File: config.mk
export PLATFORM = sky130hd
export DESIGN_NAME = cpu_sequencer
export DESIGN_NICKNAME = d
export VERILOG_FILES = /design/src/rtl/cpu_sequencer.sv
export SDC_FILE = /design/constraint.sdc
export NUM_CORES = 1
export LEC_CHECK = 0
export BUFFER_PORTS_ARGS = -buffer_cell sky130_fd_sc_hd__buf_2
export CAP_MARGIN = 20
export CORE_MARGIN = 10
export CORE_UTILIZATION = 32
export CTS_CLUSTER_SIZE = 14
export DETAILED_ROUTE_END_ITERATION = 8
export HOLD_SLACK_MARGIN = 0.02
export SYNTH_ARGS = -nofsm -noshare
export SYNTH_HDL_FRONTEND = slang
export SYNTH_SLANG_ARGS = --single-unit
File: constraint.sdc
create_clock -name clk -period 1.9 [get_ports clk]
set_input_delay 0.285 -clock clk [delete_from_list [all_inputs] [get_ports clk]]
set_output_delay 0.285 -clock clk [all_outputs]
set_load 0.05 [all_outputs]
File: src/rtl/cpu_sequencer.sv
// Hardwired fetch/execute control sequencer for the simple accumulator CPU datapath.
// Adds run/step control, a memory-read timeout with a sticky error flag, and a retired count.
module cpu_sequencer #(
  parameter int unsigned CNT_W   = 16,
  parameter int unsigned TIMEOUT = 15
) (
  input  logic             clk,
  input  logic             rst,
  input  logic             run,
  input  logic             step,
  input  logic             clr_err,
  input  logic [1:0]       opcode,
  input  logic             mem_ready,
  output logic             mem_rd,
  output logic             ar_ld_pc,
  output logic             pc_inc,
  output logic             dr_ld_mem,
  output logic             ir_ld,
  output logic             ar_ld_dr,
  output logic             ac_add,
  output logic             ac_and,
  output logic             pc_ld_dr,
  output logic             ac_inc,
  output logic [3:0]       state,
  output logic             busy,
  output logic             instr_done,
  output logic             mem_err,
  output logic [CNT_W-1:0] instr_cnt
);

  localparam int unsigned WaitW = (TIMEOUT > 1) ? $clog2(TIMEOUT) : 1;
  // Wait-count value seen during the last permitted cycle without mem_ready.
  localparam logic [WaitW-1:0] WaitMax = WaitW'((TIMEOUT == 0) ? 0 : TIMEOUT - 1);

  typedef enum logic [3:0] {
    StFetch1 = 4'd0,
    StFetch2 = 4'd1,
    StFetch3 = 4'd2,
    StAdd1   = 4'd3,
    StAdd2   = 4'd4,
    StAnd1   = 4'd5,
    StAnd2   = 4'd6,
    StJmp1   = 4'd7,
    StInc1   = 4'd8,
    StIdle   = 4'd9
  } state_e;

  state_e             state_q, state_d;
  logic [WaitW-1:0]   wait_q, wait_d;
  logic               mem_err_q, mem_err_d;
  logic [CNT_W-1:0]   instr_cnt_q, instr_cnt_d;
  logic               is_mem, is_last, timeout;

  always_comb begin
    is_mem  = state_q inside {StFetch2, StAdd1, StAnd1};
    is_last = state_q inside {StAdd2, StAnd2, StJmp1, StInc1};
    timeout = (TIMEOUT != 0) && is_mem && !mem_ready && (wait_q == WaitMax);
  end

  always_comb begin
    state_d = state_q;
    case (state_q)
      StIdle:   if ((run || step) && !mem_err_q) state_d = StFetch1;
      StFetch1: state_d = StFetch2;
      StFetch2: begin
        if (mem_ready)    state_d = StFetch3;
        else if (timeout) state_d = StIdle;
      end
      StFetch3: begin
        case (opcode)
          2'b00:   state_d = StAdd1;
          2'b01:   state_d = StAnd1;
          2'b10:   state_d = StJmp1;
          default: state_d = StInc1;
        endcase
      end
      StAdd1: begin
        if (mem_ready)    state_d = StAdd2;
        else if (timeout) state_d = StIdle;
      end
      StAnd1: begin
        if (mem_ready)    state_d = StAnd2;
        else if (timeout) state_d = StIdle;
      end
      StAdd2, StAnd2, StJmp1, StInc1: begin
        state_d = (run && !mem_err_q) ? StFetch1 : StIdle;
      end
      default:  state_d = StIdle;
    endcase

    // Counter restarts whenever a memory state is entered or left.
    wait_d = (is_mem && (state_d == state_q)) ? wait_q + WaitW'(1) : '0;

    if (timeout)      mem_err_d = 1'b1;
    else if (clr_err) mem_err_d = 1'b0;
    else              mem_err_d = mem_err_q;

    instr_cnt_d = instr_cnt_q + {{(CNT_W-1){1'b0}}, is_last};
  end

  always_ff @(posedge clk or posedge rst) begin
    if (rst) begin
      state_q     <= StIdle;
      wait_q      <= '0;
      mem_err_q   <= 1'b0;
      instr_cnt_q <= '0;
    end else begin
      state_q     <= state_d;
      wait_q      <= wait_d;
      mem_err_q   <= mem_err_d;
      instr_cnt_q <= instr_cnt_d;
    end
  end

  always_comb begin
    mem_rd     = is_mem;
    dr_ld_mem  = is_mem && mem_ready;
    pc_inc     = (state_q == StFetch2) && mem_ready;
    ar_ld_pc   = (state_q == StFetch1);
    ir_ld      = (state_q == StFetch3);
    ar_ld_dr   = (state_q == StFetch3);
    ac_add     = (state_q == StAdd2);
    ac_and     = (state_q == StAnd2);
    pc_ld_dr   = (state_q == StJmp1);
    ac_inc     = (state_q == StInc1);
    busy       = (state_q != StIdle);
    instr_done = is_last;
    state      = state_q;
    mem_err    = mem_err_q;
    instr_cnt  = instr_cnt_q;
  end

endmodule
* After elaboration in Yosys (flattened, before gate mapping)
Cells that the tools add are included.
** Cells by class
- $add $sub $neg :: 2
- Equality and inequality tests :: 14
- Muxes and demuxes :: 11
- Reduce and logical (&&, ||, !) cells :: 16
** Operators by type and width (number)
- $mux 4 :: 7
- $pmux 4 s7 :: 1
- $add 16x1->16 :: 1
- $eq 4x3->1 const B :: 4
- $eq 4x4->1 const B :: 3
- $pmux 4 s3 :: 1
- $eq 4x2->1 const B :: 2
- $logic_and 1x1->1 :: 7
- $add 4x1->4 const B :: 1
- $eq 4x1->1 const B :: 1
- $eq 4x4->1 :: 1
- $logic_not 4->1 :: 1
- $ne 4x4->1 const B :: 1
- $reduce_bool 4->1 :: 1
- $reduce_or 4->1 :: 1
- $reduce_bool 3->1 :: 1
- $eq 2x1->1 const B :: 1
- $eq 2x2->1 const B :: 1
- $logic_not 1->1 :: 2
- $logic_not 2->1 :: 1
- $mux 1 :: 2
- $reduce_bool 2->1 :: 1
- $logic_or 1x1->1 :: 1
** Storage, ports and cells
- Register bits after elaboration :: 25
- Input bits :: 8
- Output and inout port bits :: 33
- Word-level logic and storage cells :: 47

* Longest topological paths before layout
- Depth after elaboration :: 10
- Depth in mapped cells :: 9
- Mapped depth without buffers :: 8

* Worst setup path after synthesis
No wires, ideal clock.
- Kind :: reg2reg
- From :: register state_q[2], in the netlist state[2]
- To :: register instr_cnt_q[12], in the netlist instr_cnt[12]
- Data arrival time :: 2.862 ns
- Data required time :: 1.754 ns
- Setup slack :: -1.108 ns
- Cell stages (with the launch flop) :: 10
- Path buffers :: 1
- Period minus slack after synthesis :: 3.008 ns
- Path through :: dfrtp_1 buf_2 nand2b_1 o21a_1 nor2_1 ha_1 ha_1 nand3_1 nor4_1 xor2_1
** Between the ends
- Longest elaborated chain between the ends :: 3
** RTL lines
- start: declaration :: RTL line 48 : state_e state_q, state_d;
- start signal: assignment :: RTL line 103 : state_q <= StIdle;
- start signal: assignment :: RTL line 108 : state_q <= state_d;
- $eq 4x3->1 / $eq 4x4->1 (equally long branches) :: RTL line 56 : is_last = state_q inside {StAdd2, StAnd2, StJmp1, StInc1};
- $reduce_bool 4->1 (*) :: RTL line 56
- named net instr_done :: RTL line 26 : output logic instr_done,
- $add 16x1->16 (*) :: RTL line 98 : instr_cnt_d = instr_cnt_q + {{(CNT_W-1){1'b0}}, is_last};
- named net instr_cnt_d[12] :: RTL line 51 : logic [CNT_W-1:0] instr_cnt_q, instr_cnt_d;
- end signal: assignment :: RTL line 111 : instr_cnt_q <= instr_cnt_d;
- end: declaration :: RTL line 51
The timed path passes the listed nets; every way through them passes the cells marked *.
A chain may end at the register's enable or synchronous reset.

* Final worst setup path
- From :: register state_q[3], in the netlist state[3]
- To :: register instr_cnt_q[12], in the netlist instr_cnt[12]
** Between the ends
- Longest elaborated chain between the ends :: 3
** RTL lines (RTL line)
- $eq 4x3->1 / $eq 4x4->1 (equally long branches) :: 56
- $reduce_bool 4->1 (*) :: 56
- $add 16x1->16 (*) :: 98
- named net instr_cnt_d[12] :: 51
Marked as above.

==> flow_metrics.py <==
metrics = {
    "status": {
        "status": "finished, final reports clean",
    },
    "yosys": {
        "syn_inst": 129,
        "synthMuxAreaShare": 0,
        "ys_seq_area_frac": 0.479,
        "synth_xor_area_frac": 0.107,
        "synth_fa_ha_area_frac": 0.0668,
        "synth_nets": 144,
        "synth_seq_cells": 25,
        "netlist_area_um2": 1310,
        "yosysWarnings": 0,
        "synth_top_family_by_area": "simple AND/OR/NAND/NOR gates",
        "syn_avg_cell_area_um2": 10.2,
        "synth.distinct_cells": 31,
        "synth_compound_gate_area_share": 0.0697,
        "synthSimpleGateAreaFrac": 0.230,
    },
    "pwr": {
        "comb_power_share": 0.578,
        "internal_power_uw": 1250,
        "pwr_density_cell_nw_per_um2": 1370,
        "power.leakage_uw": 0.00103,
        "power_uw": 2630,
        "power_frac_seq": 0.303,
        "p_clk_frac": 0.118,
        "swShare": 0.524,
        "vdd_ir_drop_max_mv": 0.597,
        "switchingPower_uw": 1380,
    },
    "clock_network": {
        "numCtsBuffers": 3,
        "cts_tree": "built",
        "clk_pin_slew_worst_paths_ns": 0.08,
        "clkSinkCount": 25,
        "clock_latency_ns": 0.27,
        "cts_root_buffer": "clkbuf_8",
        "cts-htree-levels": 1,
        "cts.path.max_buffers": 2,
    },
    "worst_setup_path": {
        "crit_type": "reg -> reg",
        "critPathMaxFanout": 4,
        "worst_ep_required_time_ns": 2.10,
        "endpoint_kind": "flip-flop",
        "r2r_start": "state[3]",
        "critPathLaunch": "state[3]",
        "reg2reg_depth": 8,
        "arrival_ns": 2.09,
        "crit_end": "instr_cnt[12]",
        "rr_endpoint": "instr_cnt[12]",
        "r2r_setup_slack_ns": 0.01,
        "cp-start-kind": "flip-flop",
    },
    "timing": {
        "fin_setup_tns_ns": 0,
        "layout_min_cycle_time_ns": 1.89,
        "fmax_mhz": 530,
        "finalClockSkew_ns": 0.00356,
        "worst_pin_slew_ns": 0.390,
        "hold_viol": 0,
        "setup_ws_ns": 0.0117,
        "rsz0062_at_grt": "true",
        "maxSlewHeadroom": 0.739,
        "fin_crit_sh": 0.994,
        "setup_violations": 0,
        "slew_viol_final": 0,
    },
    "grt": {
        "grt_max_degree": 16,
        "grtUsageMet3": 0.0283,
        "track_usage": 0.0942,
        "grt_use_met1": 0.103,
        "antenna_found_initial": 0,
        "busiest_layer": "met2",
        "grt_pass1_wl_um": 5600,
        "gr-total-overflow": 0,
        "grt_util_met2": 0.170,
        "grt_pass1_vias": 1134,
    },
    "routing": {
        "final_antenna_net_count": 0,
        "drt-initial-drc-count": 48,
        "avgRoutedWirePerCell_um": 14.6,
        "drt-pass1-iter-count": 4,
        "vias": 1131,
        "drc": 0,
        "routed_wl_um": 3370,
        "vias_per_cell": 4.92,
    },
    "layout": {
        "drive_gt1_frac": 0.456,
        "layout_common_cells": "36 x buf_2, 21 x dfrtp_1, 11 x inv_1",
        "layout_commonest_cell": "buf_2",
        "syn2layout_area_growth_pct": 46.6,
        "antennaDiodeCount": 0,
        "nets": 196,
        "fin_cells": 230,
    },
    "placed_design": {
        "dpl_worst_slack_ns": -0.0674,
        "dp.cells": 224,
        "gp_congestion": 0.897,
        "portBuffers": 40,
        "hpwl_um": 2690,
    },
    "floorplanning": {
        "rows": 23,
        "dieArea_um2": 7060,
        "start_util": 0.330,
        "core_um2": 3970,
        "ios": 41,
        "die_y_um": 84.0,
        "die_width_um": 84.0,
    },
    "job": {
        "maxCapViolations": 0,
    },
    "min_path": {
        "holdCritPathClass": "in -> reg",
    },
}
==> synth_stat cells <==
cell type | count | area (um2)
dfrtp_1 | 23 | 576
inv_1 | 11 | 41.3
nand3_1 | 11 | 55.1
nor3_1 | 9 | 45.0
xor2_1 | 9 | 78.8
ha_1 | 7 | 87.6
nand2_1 | 7 | 26.3
xnor2_1 | 7 | 61.3
nor2_1 | 6 | 22.5
nor4_1 | 6 | 37.5
nand2b_1 | 5 | 31.3
a21oi_1 | 3 | 15.0
a31oi_1 | 2 | 12.5
buf_2 | 2 | 10.0
dfstp_2 | 2 | 52.6
o211ai_1 | 2 | 15.0
o21ai_0 | 2 | 10.0
o221ai_1 | 2 | 17.5
a22oi_1 | 1 | 7.51
and3_1 | 1 | 6.26
and3_2 | 1 | 7.51
buf_4 | 1 | 7.51
clkbuf_1 | 1 | 3.75
nand4_1 | 1 | 6.26
nand4_2 | 1 | 12.5
nand4_4 | 1 | 21.3
nand4b_1 | 1 | 8.76
nor2b_1 | 1 | 6.26
nor4b_2 | 1 | 15.0
o21a_1 | 1 | 7.51
o22ai_1 | 1 | 6.26
==> routing by layer <==
metal / routed length, um / share of wire
met5: 0 / 0
met4: 24 / 0.0071
met3: 108 / 0.032
met2: 1830 / 0.54
met1: 1400 / 0.42
==> power groups by stage <==
| stage | combinational, uW | clock [uW] | sequential (uW) |
|---|---|---|---|
| 6_report | 1520 | 312 | 798 |
| 5_1_grt | 1620 | 346 | 815 |
| 4_1_cts | 1490 | 325 | 793 |
| 3_5_place_dp | 1470 | 0 | 801 |
| 3_3_place_gp | 1460 | 0 | 794 |
| 2_1_floorplan | 813 | 0 | 1110 |
==> what timing repair did <==
item | CTS | global route
pin swaps | 1 | 6
setup endpoints to repair | 9 | 16
buffers inserted | 0 | 1
resized for setup | 7 | 16
hold buffers | 1 | 0
hold endpoints to repair | 8 | 0
==> how the worst min path moves through the flow <==
stage / start / endpoint / slack (ns) / cells past startpoint
global route: clr_err / mem_err / 0.18 / 2
detailed placement: rst / wait_q[0] / 0.29 / 2
global placement: rst / wait_q[1] / 0.28 / 2
floorplan: rst / instr_cnt[0] / 0.31 / 1
CTS: clr_err / mem_err / 0.20 / 2
finish: clr_err / mem_err / 0.21 / 2
==> logic make-up (layout without fill, tap and decap cells) <==
group           count (synthesis)  after routing
simple gates                   52             52
flops                          25             25
xor+xnor                       16             16
buf+inv                        15             66
compound gates                 14             14
fa+ha+maj                       7              7
==> critical path, cell delays in order, from the launching register on <==
cell	delay, ns
dfstp_4	0.64
nand2b_4	0.05
o21a_1	0.19
nor2_4	0.14
ha_4	0.18
ha_4	0.15
nand3_4	0.13
nor4_4	0.18
xor2_1	0.16
==> area by class of cell <==
type | count | area [um2]
fillers | 362 | 2050
multi-input cells | 89 | 832
flip-flops and latches | 25 | 634
repair buffers | 51 | 307
well taps | 50 | 62.6
clock buffers | 4 | 45.0
inverters | 11 | 41.3
==> sequential cells by signal, summed over array words and instances, names as in the netlist <==
name       cells
instr_cnt     16
mem_err        1
state          4
wait_q         4
==> through the flow <==
stage / hold WS, ns / util / area (um2)
final: 0.209 / 0.484 / 1920
after detailed placement: 0.285 / 0.441 / 1750
after CTS: 0.197 / 0.463 / 1840
after global routing: 0.183 / 0.484 / 1920
after global placement: 0.278 / 0.441 / 1750
after floorplan: 0.311 / - / 1450
Note: power is estimated with default switching activity, not from simulation.
